`src/rtl/param_memory_controller_if.sv`:
```
// CPU-side and region-side signals of param_memory_controller.
// master = CPU plus memory instances, slave = the controller.
interface param_memory_controller_if #(
  parameter int DATA_WIDTH  = 32,
  parameter int ADDR_WIDTH  = 16,
  parameter int REGION_BITS = 5,
  parameter int NUM_REGIONS = 3
);
  logic                              req;
  logic                              we;
  logic [ADDR_WIDTH-1:0]             address;
  logic [DATA_WIDTH-1:0]             data_in;
  logic [DATA_WIDTH-1:0]             data_out;
  logic                              ready;
  logic                              error;
  logic                              busy;
  logic [NUM_REGIONS-1:0]            region_sel;
  logic                              region_we;
  logic [REGION_BITS-1:0]            region_addr;
  logic [DATA_WIDTH-1:0]             region_wdata;
  logic [NUM_REGIONS*DATA_WIDTH-1:0] region_rdata;

  modport master (
    output req, we, address, data_in, region_rdata,
    input  data_out, ready, error, busy, region_sel, region_we, region_addr, region_wdata
  );

  modport slave (
    input  req, we, address, data_in, region_rdata,
    output data_out, ready, error, busy, region_sel, region_we, region_addr, region_wdata
  );
endinterface

```
`src/rtl/param_memory_controller.sv`:
```
// Decodes a word address onto NUM_REGIONS power-of-two regions. Each access
// has programmable wait states, a registered read-data path and a bus error.
module param_memory_controller #(
  parameter int                       DATA_WIDTH  = 32,
  parameter int                       ADDR_WIDTH  = 16,
  parameter int                       REGION_BITS = 5,
  parameter int                       NUM_REGIONS = 3,
  parameter logic [4*NUM_REGIONS-1:0] WAIT_STATES = 12'h210
) (
  input  logic clock,
  input  logic reset,
  param_memory_controller_if.slave bus
);

  localparam int IW = ADDR_WIDTH - REGION_BITS;

  typedef enum logic [1:0] {IDLE, ACCESS, DONE} state_t;

  state_t                  state_q, state_d;
  logic [3:0]              cnt_q, cnt_d;
  logic                    we_q, we_d;
  logic [IW-1:0]           idx_q, idx_d;
  logic [DATA_WIDTH-1:0]   data_out_q, data_out_d;
  logic                    ready_q, ready_d;
  logic                    error_q, error_d;
  logic                    busy_q, busy_d;
  logic [NUM_REGIONS-1:0]  sel_q, sel_d;
  logic                    rwe_q, rwe_d;
  logic [REGION_BITS-1:0]  raddr_q, raddr_d;
  logic [DATA_WIDTH-1:0]   rwdata_q, rwdata_d;

  logic [IW-1:0]           dec_idx;
  logic                    dec_mapped;
  logic [3:0]              dec_w;
  logic [NUM_REGIONS-1:0]  dec_sel;
  logic [DATA_WIDTH-1:0]   rd_slice;

  // Decode of the incoming address, plus the read mux driven by the latched index.
  always_comb begin
    dec_idx    = bus.address[ADDR_WIDTH-1:REGION_BITS];
    dec_mapped = 1'b0;
    dec_w      = '0;
    dec_sel    = '0;
    rd_slice   = '0;
    for (int unsigned k = 0; k < NUM_REGIONS; k++) begin
      if (dec_idx == IW'(k)) begin
        dec_mapped = 1'b1;
        dec_w      = WAIT_STATES[4*k +: 4];
        dec_sel[k] = 1'b1;
      end
      if (idx_q == IW'(k)) begin
        rd_slice = bus.region_rdata[k*DATA_WIDTH +: DATA_WIDTH];
      end
    end
  end

  always_comb begin
    state_d    = state_q;
    cnt_d      = cnt_q;
    we_d       = we_q;
    idx_d      = idx_q;
    data_out_d = data_out_q;
    ready_d    = 1'b0;
    error_d    = 1'b0;
    busy_d     = busy_q;
    sel_d      = sel_q;
    rwe_d      = 1'b0;
    raddr_d    = raddr_q;
    rwdata_d   = rwdata_q;

    unique case (state_q)
      IDLE: begin
        if (bus.req) begin
          we_d   = bus.we;
          busy_d = 1'b1;
          if (dec_mapped) begin
            state_d  = ACCESS;
            idx_d    = dec_idx;
            cnt_d    = dec_w;
            sel_d    = dec_sel;
            raddr_d  = bus.address[REGION_BITS-1:0];
            rwdata_d = bus.data_in;
            // Strobe is registered, so it is raised one cycle ahead of the last ACCESS cycle.
            rwe_d    = bus.we && (dec_w == 4'd0);
          end else begin
            state_d = DONE;
            ready_d = 1'b1;
            error_d = 1'b1;
            if (!bus.we) begin
              data_out_d = '0;
            end
          end
        end
      end
      ACCESS: begin
        if (cnt_q == 4'd0) begin
          state_d = DONE;
          sel_d   = '0;
          ready_d = 1'b1;
          if (!we_q) begin
            data_out_d = rd_slice;
          end
        end else begin
          cnt_d = cnt_q - 4'd1;
          rwe_d = we_q && (cnt_q == 4'd1);
        end
      end
      DONE: begin
        state_d = IDLE;
        busy_d  = 1'b0;
      end
      default: begin
        state_d = IDLE;
      end
    endcase
  end

  always_ff @(posedge clock or posedge reset) begin
    if (reset) begin
      state_q    <= IDLE;
      cnt_q      <= '0;
      we_q       <= 1'b0;
      idx_q      <= '0;
      data_out_q <= '0;
      ready_q    <= 1'b0;
      error_q    <= 1'b0;
      busy_q     <= 1'b0;
      sel_q      <= '0;
      rwe_q      <= 1'b0;
      raddr_q    <= '0;
      rwdata_q   <= '0;
    end else begin
      state_q    <= state_d;
      cnt_q      <= cnt_d;
      we_q       <= we_d;
      idx_q      <= idx_d;
      data_out_q <= data_out_d;
      ready_q    <= ready_d;
      error_q    <= error_d;
      busy_q     <= busy_d;
      sel_q      <= sel_d;
      rwe_q      <= rwe_d;
      raddr_q    <= raddr_d;
      rwdata_q   <= rwdata_d;
    end
  end

  assign bus.data_out     = data_out_q;
  assign bus.ready        = ready_q;
  assign bus.error        = error_q;
  assign bus.busy         = busy_q;
  assign bus.region_sel   = sel_q;
  assign bus.region_we    = rwe_q;
  assign bus.region_addr  = raddr_q;
  assign bus.region_wdata = rwdata_q;

endmodule
```
`src/flat_wrapper.sv`:
```
// flat-port wrapper written by rule: the top's interface ports become plain ports
module param_memory_controller_flat 
#(
  parameter int                       DATA_WIDTH  = 32,
  parameter int                       ADDR_WIDTH  = 16,
  parameter int                       REGION_BITS = 5,
  parameter int                       NUM_REGIONS = 3,
  parameter logic [4*NUM_REGIONS-1:0] WAIT_STATES = 12'h210
)
  (clock, reset, bus_req, bus_we, bus_address, bus_data_in, bus_region_rdata, bus_data_out, bus_ready, bus_error, bus_busy, bus_region_sel, bus_region_we, bus_region_addr, bus_region_wdata);
  param_memory_controller_if #(.DATA_WIDTH(DATA_WIDTH), .ADDR_WIDTH(ADDR_WIDTH), .REGION_BITS(REGION_BITS), .NUM_REGIONS(NUM_REGIONS)) bus_i ();
  input  logic clock;
  input  logic reset;
  input wire logic [$bits(bus_i.req)-1:0] bus_req;
  input wire logic [$bits(bus_i.we)-1:0] bus_we;
  input wire logic [$bits(bus_i.address)-1:0] bus_address;
  input wire logic [$bits(bus_i.data_in)-1:0] bus_data_in;
  input wire logic [$bits(bus_i.region_rdata)-1:0] bus_region_rdata;
  output wire logic [$bits(bus_i.data_out)-1:0] bus_data_out;
  output wire logic [$bits(bus_i.ready)-1:0] bus_ready;
  output wire logic [$bits(bus_i.error)-1:0] bus_error;
  output wire logic [$bits(bus_i.busy)-1:0] bus_busy;
  output wire logic [$bits(bus_i.region_sel)-1:0] bus_region_sel;
  output wire logic [$bits(bus_i.region_we)-1:0] bus_region_we;
  output wire logic [$bits(bus_i.region_addr)-1:0] bus_region_addr;
  output wire logic [$bits(bus_i.region_wdata)-1:0] bus_region_wdata;
  assign bus_i.req = bus_req;
  assign bus_i.we = bus_we;
  assign bus_i.address = bus_address;
  assign bus_i.data_in = bus_data_in;
  assign bus_i.region_rdata = bus_region_rdata;
  assign bus_data_out = bus_i.data_out;
  assign bus_ready = bus_i.ready;
  assign bus_error = bus_i.error;
  assign bus_busy = bus_i.busy;
  assign bus_region_sel = bus_i.region_sel;
  assign bus_region_we = bus_i.region_we;
  assign bus_region_addr = bus_i.region_addr;
  assign bus_region_wdata = bus_i.region_wdata;
  param_memory_controller #(.DATA_WIDTH(DATA_WIDTH), .ADDR_WIDTH(ADDR_WIDTH), .REGION_BITS(REGION_BITS), .NUM_REGIONS(NUM_REGIONS), .WAIT_STATES(WAIT_STATES)) u_core (.clock(clock), .reset(reset), .bus(bus_i));
endmodule
```
`config.mk`:
```
export PLATFORM = sky130hd
export DESIGN_NAME = param_memory_controller_flat
export DESIGN_NICKNAME = d
export VERILOG_FILES = /design/src/rtl/param_memory_controller_if.sv /design/src/rtl/param_memory_controller.sv /design/src/flat_wrapper.sv
export SDC_FILE = /design/constraint.sdc
export NUM_CORES = 1
export LEC_CHECK = 0
export ABC_CLOCK_PERIOD_IN_PS = 4400
export CORE_UTILIZATION = 43
export CTS_CLUSTER_SIZE = 8
export DETAILED_ROUTE_END_ITERATION = 10
export GPL_ROUTABILITY_DRIVEN = 0
export PLACE_DENSITY = 0.9
export SLEW_MARGIN = 20
export SYNTH_ARGS = -nofsm -noshare
export SYNTH_HDL_FRONTEND = slang
export SYNTH_SLANG_ARGS = --single-unit
```
`constraint.sdc`:
```
create_clock -name clock -period 4.4 [get_ports clock]
set_clock_uncertainty 0.15 [all_clocks]
set_input_delay 0.66 -clock clock [delete_from_list [all_inputs] [get_ports clock]]
set_output_delay 0.66 -clock clock [all_outputs]
set_load 0.02 [all_outputs]
```
==> results.json, run 1 <==
{
  "leakage_nw": 2.97,
  "die_y_um": 102,
  "grt_max_degree": 50,
  "hpwl_um": 9490,
  "crit_path_max_fanout": 32,
  "hold_ws_ns": 0.337,
  "end_kind": "register",
  "status": "finished, final reports clean",
  "hold_depth": 1,
  "fin_ws_ns": 1.87,
  "syn_inst": 365,
  "utilization_pct": 70.6,
  "fin_total_pwr_mw": 1.71,
  "synth_area_per_cell_um2": 11.8,
  "antenna_left": 0,
  "min_path_type": "reg2reg",
  "worstPathArrival_ns": 2.67,
  "cts.clk_slew.worst_paths_ns": 0.09,
  "grt_pass1_wl_um": 19300,
  "worstSetupStartpoint": "bus_address[6]",
  "netlist_area_mm2": 0.00430,
  "slew_violations": 0,
  "placed_cell_area_mm2": 0.00666,
  "die_w_um": 102,
  "fin_crit_sh_pct": 57.5,
  "power_per_cell_area_mw_per_mm2": 249,
  "ctsHoldBuffers": 0,
  "hp-start": "u_core.idx_q[7]$_DFFE_PP0P_",
  "post_drt_wl_per_cell_um": 17.6,
  "cp-start-kind": "input port",
  "syn-num-nets": 515,
  "drive_above_1_share_pct": 5.64,
  "vias": 3725,
  "min_to": "u_core.idx_q[7]$_DFFE_PP0P_",
  "io_buffers": 223,
  "cts_buffers": 9,
  "drt_iter0_markers": 105,
  "ios": 224,
  "setup_violations": 0,
  "row_count": 36,
  "final_area_mm2": 0.00687,
  "n_antenna_cell": 0,
  "ys.flop_type": "dfrtp_1",
  "relSlewSlack_pct": 29.9,
  "rrSetupSlack_ns": 2.03,
  "grt_pass1_vias": 3840,
  "finalHoldViolations": 0,
  "place_ws_ns": 1.51,
  "worst_slew_pin_slew_ns": 1.05,
  "r2r-end": "u_core.bus.data_out[6]$_DFFE_PP0P_",
  "clock-sinks": 94,
  "cts_tree": "yes",
  "fmax_ghz": 0.395,
  "gr-total-overflow": 0,
  "dp_cells": 702,
  "cts_setup_buffers": 0,
  "synthArstFlopShare_pct": 100,
  "htree_num_levels": 3,
  "min_period_ns": 2.53,
  "required_ns": 4.54,
  "grt_usage_pct": 24.4,
  "ys_seq_elements": 94,
  "viasPerCell": 5.19,
  "maxCapViolCount": 0,
  "root_buffer": "clkbuf_8",
  "yosys_warnings": 0,
  "dieArea_mm2": 0.0104,
  "antenna_found_initial": 0,
  "rsz0062_at_grt": "false",
  "reg2reg_from": "u_core.cnt_q[0]$_DFFE_PP0P_",
  "fin_tns_setup_ns": 0,
  "synth_top_cells_by_area": "dfrtp_1, mux2_1, mux2i_1",
  "r2r_cells": 7,
  "layoutNonFillerInstCount": 718,
  "cts-resized-gates": 0,
  "drt_pass1_iterations": 5,
  "yosysTopAreaCellShare_pct": 54.7,
  "core_mm2": 0.00973,
  "num-fill-cells": 744,
  "start_util_pct": 44.2,
  "post-synth-top-area-cell": "dfrtp_1",
  "drc": 0,
  "peakVddDrop_mv": 0.152,
  "worstSkewPairLatency_ns": 0.36,
  "synth_edf_count": 0,
  "ys_seq_area_share_pct": 54.7,
  "syn_to_final_growth_pct": 59.6,
  "clk_path_buf_depth": 2,
  "layout.nets": 730,
  "crit_type": "in2reg",
  "drt_wl_total_um": 12600,
  "synthDistinctLibCells": 42
}
cell families (layout without fill, tap and decap cells):
family          Yosys count  in the layout  share of synthesized area (%)
flops                    94             94                           54.7
buf+inv                  35            255                           3.28
fa+ha+maj                 2              2                          0.581
simple gates             78             78                           9.59
compound gates           83             83                           13.8
mux                      73             73                           18.1
placed cells by master (no fill, tap or decap), drive strengths merged, types with 3 or more instances in the layout:
| master | Yosys | layout |
|---|---|---|
| dfrtp | 94 | 94 |
| mux2i | 34 | 34 |
| and2 | 9 | 9 |
| nor3 | 5 | 5 |
| a21oi | 4 | 4 |
| nand2 | 35 | 35 |
| mux2 | 39 | 39 |
| nor2 | 5 | 5 |
| a22o | 33 | 33 |
| clkdlybuf4s50 | 0 | 223 |
| o21ai | 34 | 34 |
| inv | 10 | 12 |
| clkinv | 0 | 4 |
| or2 | 3 | 3 |
| clkbuf | 13 | 9 |
| buf | 12 | 6 |
registers in the layout, indices dropped and copies added, names as in the netlist:
name / cells
u_core.bus.busy: 1
u_core.bus.data_out: 32
u_core.bus.error: 1
u_core.bus.ready: 1
u_core.bus.region_addr: 5
u_core.bus.region_sel: 3
u_core.bus.region_wdata: 32
u_core.bus.region_we: 1
u_core.cnt_q: 4
u_core.idx_q: 11
u_core.state_q: 2
u_core.we_q: 1
critical path: stages:
cell	delay (ns)
clkdlybuf4s50_1	0.54
a2111oi_4	0.46
a31oi_1	0.23
a21oi_2	0.19
buf_4	0.35
a22o_1	0.21
layer usage:
metal	GRT usage (%)	part of all wire, %	vias to the layer above
li1	-	-	1743
met1	27.4	38	1808
met2	44.7	52	156
met3	6.63	8.7	18
met4	8.02	1.5	0
met5	0	0	-
synth_stat cells (4+ instances only):
cell	n
buf_2	8
buf_1	4
nor2_1	5
dfrtp_1	94
nor3_1	5
mux2i_1	34
clkbuf_1	13
mux2_1	38
and2_1	9
inv_1	10
o21ai_0	33
a22o_1	33
nand2_1	35
worst max-delay path by stage:
stage / endpoint / slack [ns] / cells past startpoint
global route: u_core.bus.data_out[6]$_DFFE_PP0P_ / 1.74 / 7
detailed placement: u_core.bus.data_out[26]$_DFFE_PP0P_ / 1.51 / 6
finish: u_core.bus.data_out[6]$_DFFE_PP0P_ / 1.87 / 6
global placement: u_core.bus.data_out[25]$_DFFE_PP0P_ / 1.59 / 6
floorplan: u_core.bus.busy$_DFFE_PP0P_ / 1.14 / 1
CTS: u_core.bus.data_out[6]$_DFFE_PP0P_ / 1.90 / 6
report_power, final:
group / switching [mW] / internal [mW] / total (mW) / leakage, nW
logic: 0.0787 / 0.151 / 0.230 / 1.58
clock network: 0.323 / 0.276 / 0.598 / 0.108
registers: 0.0102 / 0.874 / 0.885 / 1.28
total: 0.412 / 1.30 / 1.71 / 2.97
layout make-up:
class	instances	area (µm²)	share of cell area (%)
sequential	94	2350	34.3
timing repair buffer	229	2280	33.3
multi-input combinational	236	1810	26.4
tap	133	166	2.42
clock buffer	9	124	1.80
clock inverter	7	87.6	1.28
inverter	10	38.8	0.565
Power figures use the tool's default switching activity.
==> run 2, diff against run 1 <==
Settings changed: ABC_CLOCK_PERIOD_IN_PS 4400 to 2200, CORE_UTILIZATION 43 to 36, PLACE_DENSITY 0.9 to 0.81.
Clock period 4.4 ns to 2.2 ns, I/O delays scaled along.
==> results.json, run 2 (synthesized netlist as in run 1, its figures left out) <==
{
  "n_antenna_cell": 0,
  "io_buffers": 223,
  "reg2reg_from": "u_core.cnt_q[0]$_DFFE_PP0P_",
  "grt_pass1_vias": 3917,
  "grt_usage_pct": 19.8,
  "layout.nets": 744,
  "layoutNonFillerInstCount": 742,
  "die_y_um": 111,
  "status": "complete, but fails checks",
  "slew_violations": 0,
  "viasPerCell": 5.03,
  "final_area_mm2": 0.00716,
  "worstSkewPairLatency_ns": 0.33,
  "gr-total-overflow": 0,
  "fin_total_pwr_mw": 3.85,
  "end_kind": "register",
  "clock_power_share_pct": 41.5,
  "r2r-end": "u_core.cnt_q[2]$_DFFE_PP0P_",
  "cts_tree": "yes",
  "dp_cells": 725,
  "maxCapViolCount": 0,
  "grt_pass1_wl_um": 19600,
  "core_mm2": 0.0115,
  "min_path_type": "in2async",
  "grt_max_degree": 63,
  "antenna_left": 0,
  "ctsHoldBuffers": 0,
  "vias": 3735,
  "row_count": 39,
  "crit_type": "reg2reg",
  "drc": 40,
  "leakage_nw": 3.10,
  "root_buffer": "clkbuf_16",
  "power_per_cell_area_mw_per_mm2": 538,
  "cts.clk_slew.worst_paths_ns": 0.06,
  "layout_commonest_cell": "clkdlybuf4s50_1",
  "utilization_pct": 62.1,
  "drive_above_1_share_pct": 8.01,
  "syn_to_final_growth_pct": 66.2,
  "p_comb_share_pct": 12.6,
  "fmax_ghz": 0.473,
  "num-fill-cells": 940,
  "required_ns": 2.25,
  "ios": 224,
  "drt_wl_total_um": 12200,
  "power_switching_uw": 800,
  "start_util_pct": 37.4,
  "cp-start-kind": "register",
  "setup_violations": 0,
  "antenna_found_initial": 0,
  "worst_slew_pin_slew_ns": 0.756,
  "die_w_um": 111,
  "dieArea_mm2": 0.0124,
  "crit_path_max_fanout": 3,
  "fin_tns_setup_ns": 0,
  "drt_iter0_markers": 198,
  "clock-sinks": 94,
  "switching_share_pct": 20.8,
  "layout_common_cells": "clkdlybuf4s50_1, dfrtp_1, mux2_1",
  "min_period_ns": 2.12,
  "hold_ws_ns": 0.302,
  "clk_path_buf_depth": 2,
  "finalHoldViolations": 0,
  "fin_crit_sh_pct": 96.2,
  "drt_pass1_iterations": 8,
  "place_ws_ns": -0.176,
  "worstPathArrival_ns": 2.16,
  "cts_buffers": 9,
  "placed_cell_area_mm2": 0.00682,
  "fin_ws_ns": 0.0839,
  "post_drt_wl_per_cell_um": 16.4,
  "rrSetupSlack_ns": 0.08,
  "violations": "design-rule violations",
  "htree_num_levels": 3,
  "power_report.internal_total_mw": 3.05,
  "sequentialPowerShare_pct": 45.9,
  "r2r_cells": 7,
  "peakVddDrop_mv": 0.304,
  "relSlewSlack_pct": 49.5,
  "hpwl_um": 9120
}
## run 2: worst max-delay path, cell delays in order, from the launching register on
cell and delay (ns):
dfrtp_1 0.37, inv_1 0.07, ha_1 0.23, nor4bb_2 0.18, or3_1 0.41, buf_4 0.17, o31ai_1 0.28, o31ai_1 0.12
## run 2: power groups by stage
stage	sequential, mW	combinational (mW)	clock, mW
after floorplan	1.82	0.107	0
after global placement	1.80	0.474	0
after detailed placement	1.80	0.485	0
after CTS	1.77	0.488	1.65
after global routing	1.77	0.519	1.71
final	1.77	0.484	1.60
## run 2: how the worst max path moves through the flow
| stage | slack (ns) | endpoint | from |
|---|---|---|---|
| after floorplan | 0.22 | u_core.cnt_q[1]$_DFFE_PP0P_ | u_core.cnt_q[0]$_DFFE_PP0P_ |
| after global placement | -0.13 | u_core.bus.region_sel[2]$_DFFE_PP0P_ | bus_address[6] |
| after detailed placement | -0.18 | u_core.bus.region_wdata[25]$_DFFE_PP0P_ | bus_address[6] |
| after CTS | 0.07 | u_core.cnt_q[1]$_DFFE_PP0P_ | u_core.cnt_q[0]$_DFFE_PP0P_ |
| after global routing | -0.0004 | u_core.cnt_q[2]$_DFFE_PP0P_ | u_core.cnt_q[0]$_DFFE_PP0P_ |
| final | 0.08 | u_core.cnt_q[2]$_DFFE_PP0P_ | u_core.cnt_q[0]$_DFFE_PP0P_ |
## run 2: final cells by class
cell class	instances	area (µm²)	area share [%]
Multi-Input combinational cell	236	1840	25.7
Clock inverter	2	38.8	0.542
Inverter	10	41.3	0.577
Clock buffer	14	274	3.83
Timing Repair Buffer	243	2430	34.0
Sequential cell	94	2350	32.9
Tap cell	143	179	2.50
## run 2: timing repair
item | in CTS | in global routing
gates resized for setup | 0 | 3
buffers inserted | 0 | 1
endpoints found under the setup margin | 0 | 17
## run 2: per-layer routing
| metal | part of all wire, % | GRT usage, % | vias up |
|---|---|---|---|
| met5 | 0 | 0 | - |
| met4 | 1.8 | 7.39 | 0 |
| met3 | 8.0 | 5.23 | 18 |
| met2 | 52 | 36.2 | 157 |
| met1 | 38 | 22.2 | 1785 |
| li1 | - | - | 1775 |
